<file path="src/rtl/ss_rr_1h_to_b.sv">
// ss_rr_1h_to_b: one-hot / multi-hot request vector to binary grant index.
//
// Picks one set bit of i_req and presents its binary index (o_idx) and the
// matching one-hot vector (o_onehot) one cycle after the request is accepted.
// The output sits in a single pipeline register with a valid/ready handshake
// on both sides. Backpressure reaches o_ready combinationally from i_ready.
//
// Selection modes (PRIO_MODE):
//   0 - round-robin: search upward from a rotating pointer, wrapping N-1 -> 0.
//       The pointer moves to (winner + 1) mod N on every productive accept.
//   1 - fixed priority: the lowest set bit wins. The pointer stays at zero.
//
// Optional feature:
//   SS_RR_MULTIHOT_ERR_EN - when defined, adds o_err. It is registered with
//   the selection and flags that the accepted request had more than one bit
//   set. Without the macro, multi-hot requests are arbitrated silently.

module ss_rr_1h_to_b #(
  parameter int INPUT_WIDTH  = 8,
  parameter int OUTPUT_WIDTH = $clog2(INPUT_WIDTH),
  parameter int PRIO_MODE    = 0
) (
  input  logic                    clk,
  input  logic                    resetn,
  input  logic [INPUT_WIDTH-1:0]  i_req,
  input  logic                    i_valid,
  output logic                    o_ready,
  output logic [OUTPUT_WIDTH-1:0] o_idx,
  output logic [INPUT_WIDTH-1:0]  o_onehot,
  output logic                    o_valid,
  input  logic                    i_ready
`ifdef SS_RR_MULTIHOT_ERR_EN
  ,
  output logic                    o_err
`endif
);

  localparam int N = INPUT_WIDTH;
  localparam int W = OUTPUT_WIDTH;

  // Highest legal index. The pointer wraps here, not at 2^W, so that
  // non-power-of-2 widths never leave the pointer on a nonexistent bit.
  localparam logic [W-1:0] LAST_IDX = W'(N - 1);
  localparam logic [N-1:0] ONE_HOT0 = N'(1);

  // ---------------------------------------------------------------------------
  // State
  // ---------------------------------------------------------------------------
  logic         r_valid;
  logic [W-1:0] r_idx;
  logic [N-1:0] r_onehot;
  logic [W-1:0] r_ptr;

  // ---------------------------------------------------------------------------
  // Handshake
  // ---------------------------------------------------------------------------
  logic w_accept;
  logic w_xfer;
  logic w_req_any;
  logic w_load;

  // The register can take a new value when it is empty or being drained.
  assign o_ready   = !r_valid || i_ready;
  assign w_accept  = i_valid && o_ready;
  assign w_xfer    = r_valid && i_ready;
  assign w_req_any = |i_req;

  // An all-zero request is still consumed, but produces nothing.
  assign w_load    = w_accept && w_req_any;

  // ---------------------------------------------------------------------------
  // Selection
  // ---------------------------------------------------------------------------
  // Search start point. Fixed-priority mode always searches from bit 0, which
  // turns the round-robin search below into a plain lowest-set-bit search.
  logic [W-1:0] w_ptr_eff;
  assign w_ptr_eff = (PRIO_MODE == 1) ? '0 : r_ptr;

  // Requests at or above the search start; if any exist, the lowest of them
  // wins, otherwise the search has wrapped and the lowest request overall wins.
  logic [N-1:0] w_upper_mask;
  logic [N-1:0] w_req_upper;

  // Build the "at or above pointer" mask one bit at a time.
  always_comb begin
    // NOTE: always_comb assigns every output a default before any branch or
    // loop, so no path leaves a value undriven and no latch is inferred.
    w_upper_mask = '0;
    for (int i = 0; i < N; i++) begin
      w_upper_mask[i] = (W'(i) >= w_ptr_eff);
    end
  end

  assign w_req_upper = i_req & w_upper_mask;

  logic         w_upper_found;
  logic [W-1:0] w_upper_idx;
  logic [W-1:0] w_wrap_idx;
  logic [W-1:0] w_sel;

  // Lowest-set-bit priority encoders for the masked and unmasked requests.
  always_comb begin
    // NOTE: combinational blocks use blocking '='; the loop walks downward so
    // the last assignment to win is the lowest set bit. Sequential state is
    // only ever written with non-blocking '<=' in always_ff.
    w_upper_found = 1'b0;
    w_upper_idx   = '0;
    w_wrap_idx    = '0;
    for (int i = N - 1; i >= 0; i--) begin
      if (w_req_upper[i]) begin
        w_upper_found = 1'b1;
        w_upper_idx   = W'(i);
      end
      if (i_req[i]) begin
        w_wrap_idx = W'(i);
      end
    end
  end

  assign w_sel = w_upper_found ? w_upper_idx : w_wrap_idx;

  logic [N-1:0] w_sel_onehot;
  assign w_sel_onehot = ONE_HOT0 << w_sel;

  // Next pointer: one past the winner, wrapping at N.
  logic [W-1:0] w_ptr_next;
  assign w_ptr_next = (w_sel == LAST_IDX) ? '0 : (w_sel + W'(1));

  // ---------------------------------------------------------------------------
  // Output register
  // ---------------------------------------------------------------------------
  // Load a fresh selection on a productive accept, otherwise empty the
  // register when its contents transfer downstream; hold while stalled.
  always_ff @(posedge clk or negedge resetn) begin
    // NOTE: every register here is reset, including the index and one-hot
    // payload, so the outputs read as zero while resetn is low.
    if (!resetn) begin
      r_valid  <= 1'b0;
      r_idx    <= '0;
      r_onehot <= '0;
    end else if (w_load) begin
      r_valid  <= 1'b1;
      r_idx    <= w_sel;
      r_onehot <= w_sel_onehot;
    end else if (w_xfer) begin
      r_valid  <= 1'b0;
    end
  end

  // Advance the round-robin pointer only when a selection is actually made.
  always_ff @(posedge clk or negedge resetn) begin
    if (!resetn) begin
      r_ptr <= '0;
    end else if (w_load && (PRIO_MODE == 0)) begin
      r_ptr <= w_ptr_next;
    end
  end

  assign o_valid  = r_valid;
  assign o_idx    = r_idx;
  assign o_onehot = r_onehot;

`ifdef SS_RR_MULTIHOT_ERR_EN
  // ---------------------------------------------------------------------------
  // Multi-hot flag
  // ---------------------------------------------------------------------------
  // Clearing the lowest set bit leaves something behind only when two or
  // more bits were set.
  logic w_multi_hot;
  logic r_err;

  assign w_multi_hot = |(i_req & (i_req - ONE_HOT0));

  // Capture the flag alongside the selection so it travels with o_valid.
  always_ff @(posedge clk or negedge resetn) begin
    if (!resetn) begin
      r_err <= 1'b0;
    end else if (w_load) begin
      r_err <= w_multi_hot;
    end
  end

  assign o_err = r_err;
`endif

endmodule

</file>
<file path="config.mk">
export PLATFORM = sky130hd
export DESIGN_NAME = ss_rr_1h_to_b
export DESIGN_NICKNAME = d
export VERILOG_FILES = /design/src/rtl/ss_rr_1h_to_b.sv
export SDC_FILE = /design/constraint.sdc
export NUM_CORES = 1
export LEC_CHECK = 0
export ABC_AREA = 1
export CORE_MARGIN = 1.5
export CORE_UTILIZATION = 40
export DETAILED_ROUTE_END_ITERATION = 16
export PLACE_DENSITY = 0.74
export SETUP_SLACK_MARGIN = 0.05
export SKIP_CTS_REPAIR_TIMING = 1
export SLEW_MARGIN = 20
export SYNTH_ARGS = -nofsm -noshare
export SYNTH_HDL_FRONTEND = slang
export SYNTH_SLANG_ARGS = --single-unit
</file>
<file path="constraint.sdc">
create_clock -name clk -period 3.9 [get_ports clk]
set_input_delay 0.975 -clock clk [delete_from_list [all_inputs] [get_ports clk]]
set_output_delay 0.975 -clock clk [all_outputs]
set_load 0.03 [all_outputs]
</file>
==> flow_summary.yaml <==
hold_path:
  hp-class: "flop to flop"
  min_path_cells: 2
  hp-start: "o_onehot[1]$_DFFE_PN0P_"
  hold_end: "o_onehot[1]$_DFFE_PN0P_"
clocking:
  htreeDepth: 1
  cts_root_buffer: "clkbuf_4"
  clkSinkCount: 15
  cts_buffer_depth: 2
  cts.clk_slew.worst_paths_ns: 0.08
  clk-insertion-delay-late_ns: 0.27
  cts_tree: "done"
  numCtsBuffers: 3
yosys:
  syn_area_per_cell_um2: 7.60
  netlist_top_cells_area: "dfrtp_1 (40%), nand2_1 (17%), ha_1 (7.9%), nand3_1 (6.3%), inv_1 (5.1%)"
  yosysTopAreaCellShare: 0.395
  seq_area_frac_synth: 0.395
  ys_ff_latch: 15
  synth_ff_type: "dfrtp_1"
  synth.most_common_cell: "nand2_1"
  syn-num-nets: 143
  yosysTopAreaCell: "dfrtp_1"
  netlist_instances: 125
  synthTopCellsByCount: "nand2_1 (43), dfrtp_1 (15), inv_1 (13)"
  synth-edff-count: 0
  yosysWarningCount: 0
  synth.distinct_cells: 21
  syn_area_um2: 950
  synthArstFlopShare: 1.00
drt:
  drt_iter0_drc: 8
  wl_met1_um: 861
  drcViolationCount: 0
  ant_nets: 0
  drt_wl_total_mm: 1.85
  route.met2.wl_um: 904
  dr.pass1.iters: 4
  wire_per_inst_um: 10.3
  wl_met3_um: 86
  top_layer: "met3"
  viasPerCell: 4.77
  via_count: 859
final_layout:
  fin_nets: 171
  final_cells: 180
  multi_input_area_um2: 502
  diodes: 0
  fillers: 215
  design_area_um2: 1240
  ff_latch_area_um2: 375
  layout-drive-gt1-share: 0.125
  utilization: 0.555
  area_growth_pct: 30.6
sta:
  fin_ws_ns: 0.697
  layout_min_cycle_time_ns: 3.20
  skew_ns: 0.00472
  finalHoldViolCount: 0
  slew_headroom: 0.546
  fin_crit_sh: 0.821
  fmax_mhz: 312
  setup_violations: 0
  rsz0062_at_grt: "no"
  slew_viol_final: 0
  tightest_slew_ns: 0.679
  fin_tns_setup_ns: 0
critical_path:
  cp.required_ns: 2.92
  crit_path_start_kind: "input pin"
  end_kind: "primary output"
  ff2ff_path_depth: 12
  regToRegStartpoint: "r_ptr[1]$_DFFE_PN0P_"
  cp.arrival_ns: 2.23
  r2r_setup_slack_ns: 1.96
  setup.worst_path.class: "input pin to primary output"
  worstPathMaxFanout: 3
  r2r_end: "r_ptr[0]$_DFFE_PN0P_"
power:
  ir_worst_vdd_mv: 0.426
  clockPowerShare: 0.104
  p_int_w: 0.000438
  p_per_area_nw_per_um2: 648
  switching_share: 0.454
  seqPwrFrac: 0.321
  p_switching_w: 0.000365
  p_comb_frac: 0.576
  leakagePower_nw: 0.627
place:
  place.detailed.hpwl_mm: 1.51
  port_buffers: 24
  placed_area_um2: 1210
  dpl_worst_slack_ns: 0.684
  gp_congestion: 0.805
  dp.cells: 176
floorplanning:
  ioPinCount: 25
  rows: 17
  core_area_um2: 2230
  fp.dieArea_um2: 2680
  die_w_um: 51.7
  die_y_um: 51.7
  start_util: 0.425
global_route:
  antenna_found_initial: 0
  grt-ovfl-total: 0
  grt_first_pass_wirelength_mm: 3.20
  grt_pass1_vias: 809
  grt_usage: 0.156
  grt_max_degree: 19
run_status:
  status: "completed"
run:
  cap_violations: 0
cells by family after synthesis:
group | count (synthesis) | share of synthesized area
buffers and inverters | 16 | 0.0764
AND/OR/NAND/NOR | 76 | 0.369
AO/OA/AOI/OAI | 12 | 0.0804
flip-flops | 15 | 0.395
adder cells (fa/ha/maj) | 6 | 0.0790
registers in the layout, indices dropped and copies added, names as in the netlist:
register  count
o_valid       1
r_ptr         3
o_onehot      8
o_idx         3
final cells by class:
cell class	count	area share
timing repair buffer	24	0.194
sequential	15	0.303
clock buffer	4	0.0212
tap	28	0.0283
inverter	15	0.0494
multi-input combinational	94	0.405
layout by cell type, fill, tap and decap left out:
master / synthesis / layout
nand2_1: 43 / 43
clkdlybuf4s50_1: 0 / 24
dfrtp_1: 15 / 15
inv_1: 13 / 13
nand3_1: 12 / 12
nor2_1: 8 / 8
ha_1: 6 / 6
o21ai_0: 5 / 5
nand2_2: 4 / 4
nor2_2: 3 / 3
clkbuf_4: 0 / 3
a31oi_1: 2 / 2
o21ai_2: 2 / 2
nand4_1: 2 / 2
nor2_4: 2 / 2
inv_2: 1 / 1
and2_4: 1 / 1
a21oi_2: 1 / 1
o211ai_1: 1 / 1
a21oi_1: 1 / 1
nand2_4: 1 / 1
inv_6: 1 / 1
clkbuf_1: 0 / 1
per-stage QoR:
stage	hold slack, ns	power (W)
finish	0.485	0.000804
floorplan	0.491	0.000569
CTS	0.487	0.000816
global route	0.509	0.000873
detailed placement	0.465	0.000728
global placement	0.463	0.000716
per-layer routing:
metal  GRT usage  vias up
met4      0.0263        0
met2       0.267       16
met5           0        -
li1            -      453
met3      0.0460        0
met1       0.198      390
power by group through the flow:
stage,Combinational (W),Clock (W),Sequential [W]
after global placement,0.000458,0,0.000258
after floorplan,0.000219,0,0.000350
after detailed placement,0.000468,0,0.000260
after CTS,0.000469,0.0000890,0.000257
final,0.000462,0.0000835,0.000258
after global routing,0.000511,0.0000944,0.000267
critical path: stages:
cell,delay (ns)
clkdlybuf4s50_1,0.45
inv_1,0.04
nand2_1,0.08
clkdlybuf4s50_1,0.68
how the worst max path moves through the flow:
stage | start | endpoint | slack [ns]
2_1_floorplan | i_req[3] | r_ptr[2]$_DFFE_PN0P_ | 1.61
3_5_place_dp | i_ready | o_ready | 0.68
3_3_place_gp | i_ready | o_ready | 0.72
4_1_cts | i_ready | o_ready | 0.68
5_1_grt | i_ready | o_ready | 0.63
6_report | i_ready | o_ready | 0.70
Power figures use the tool's default switching activity.
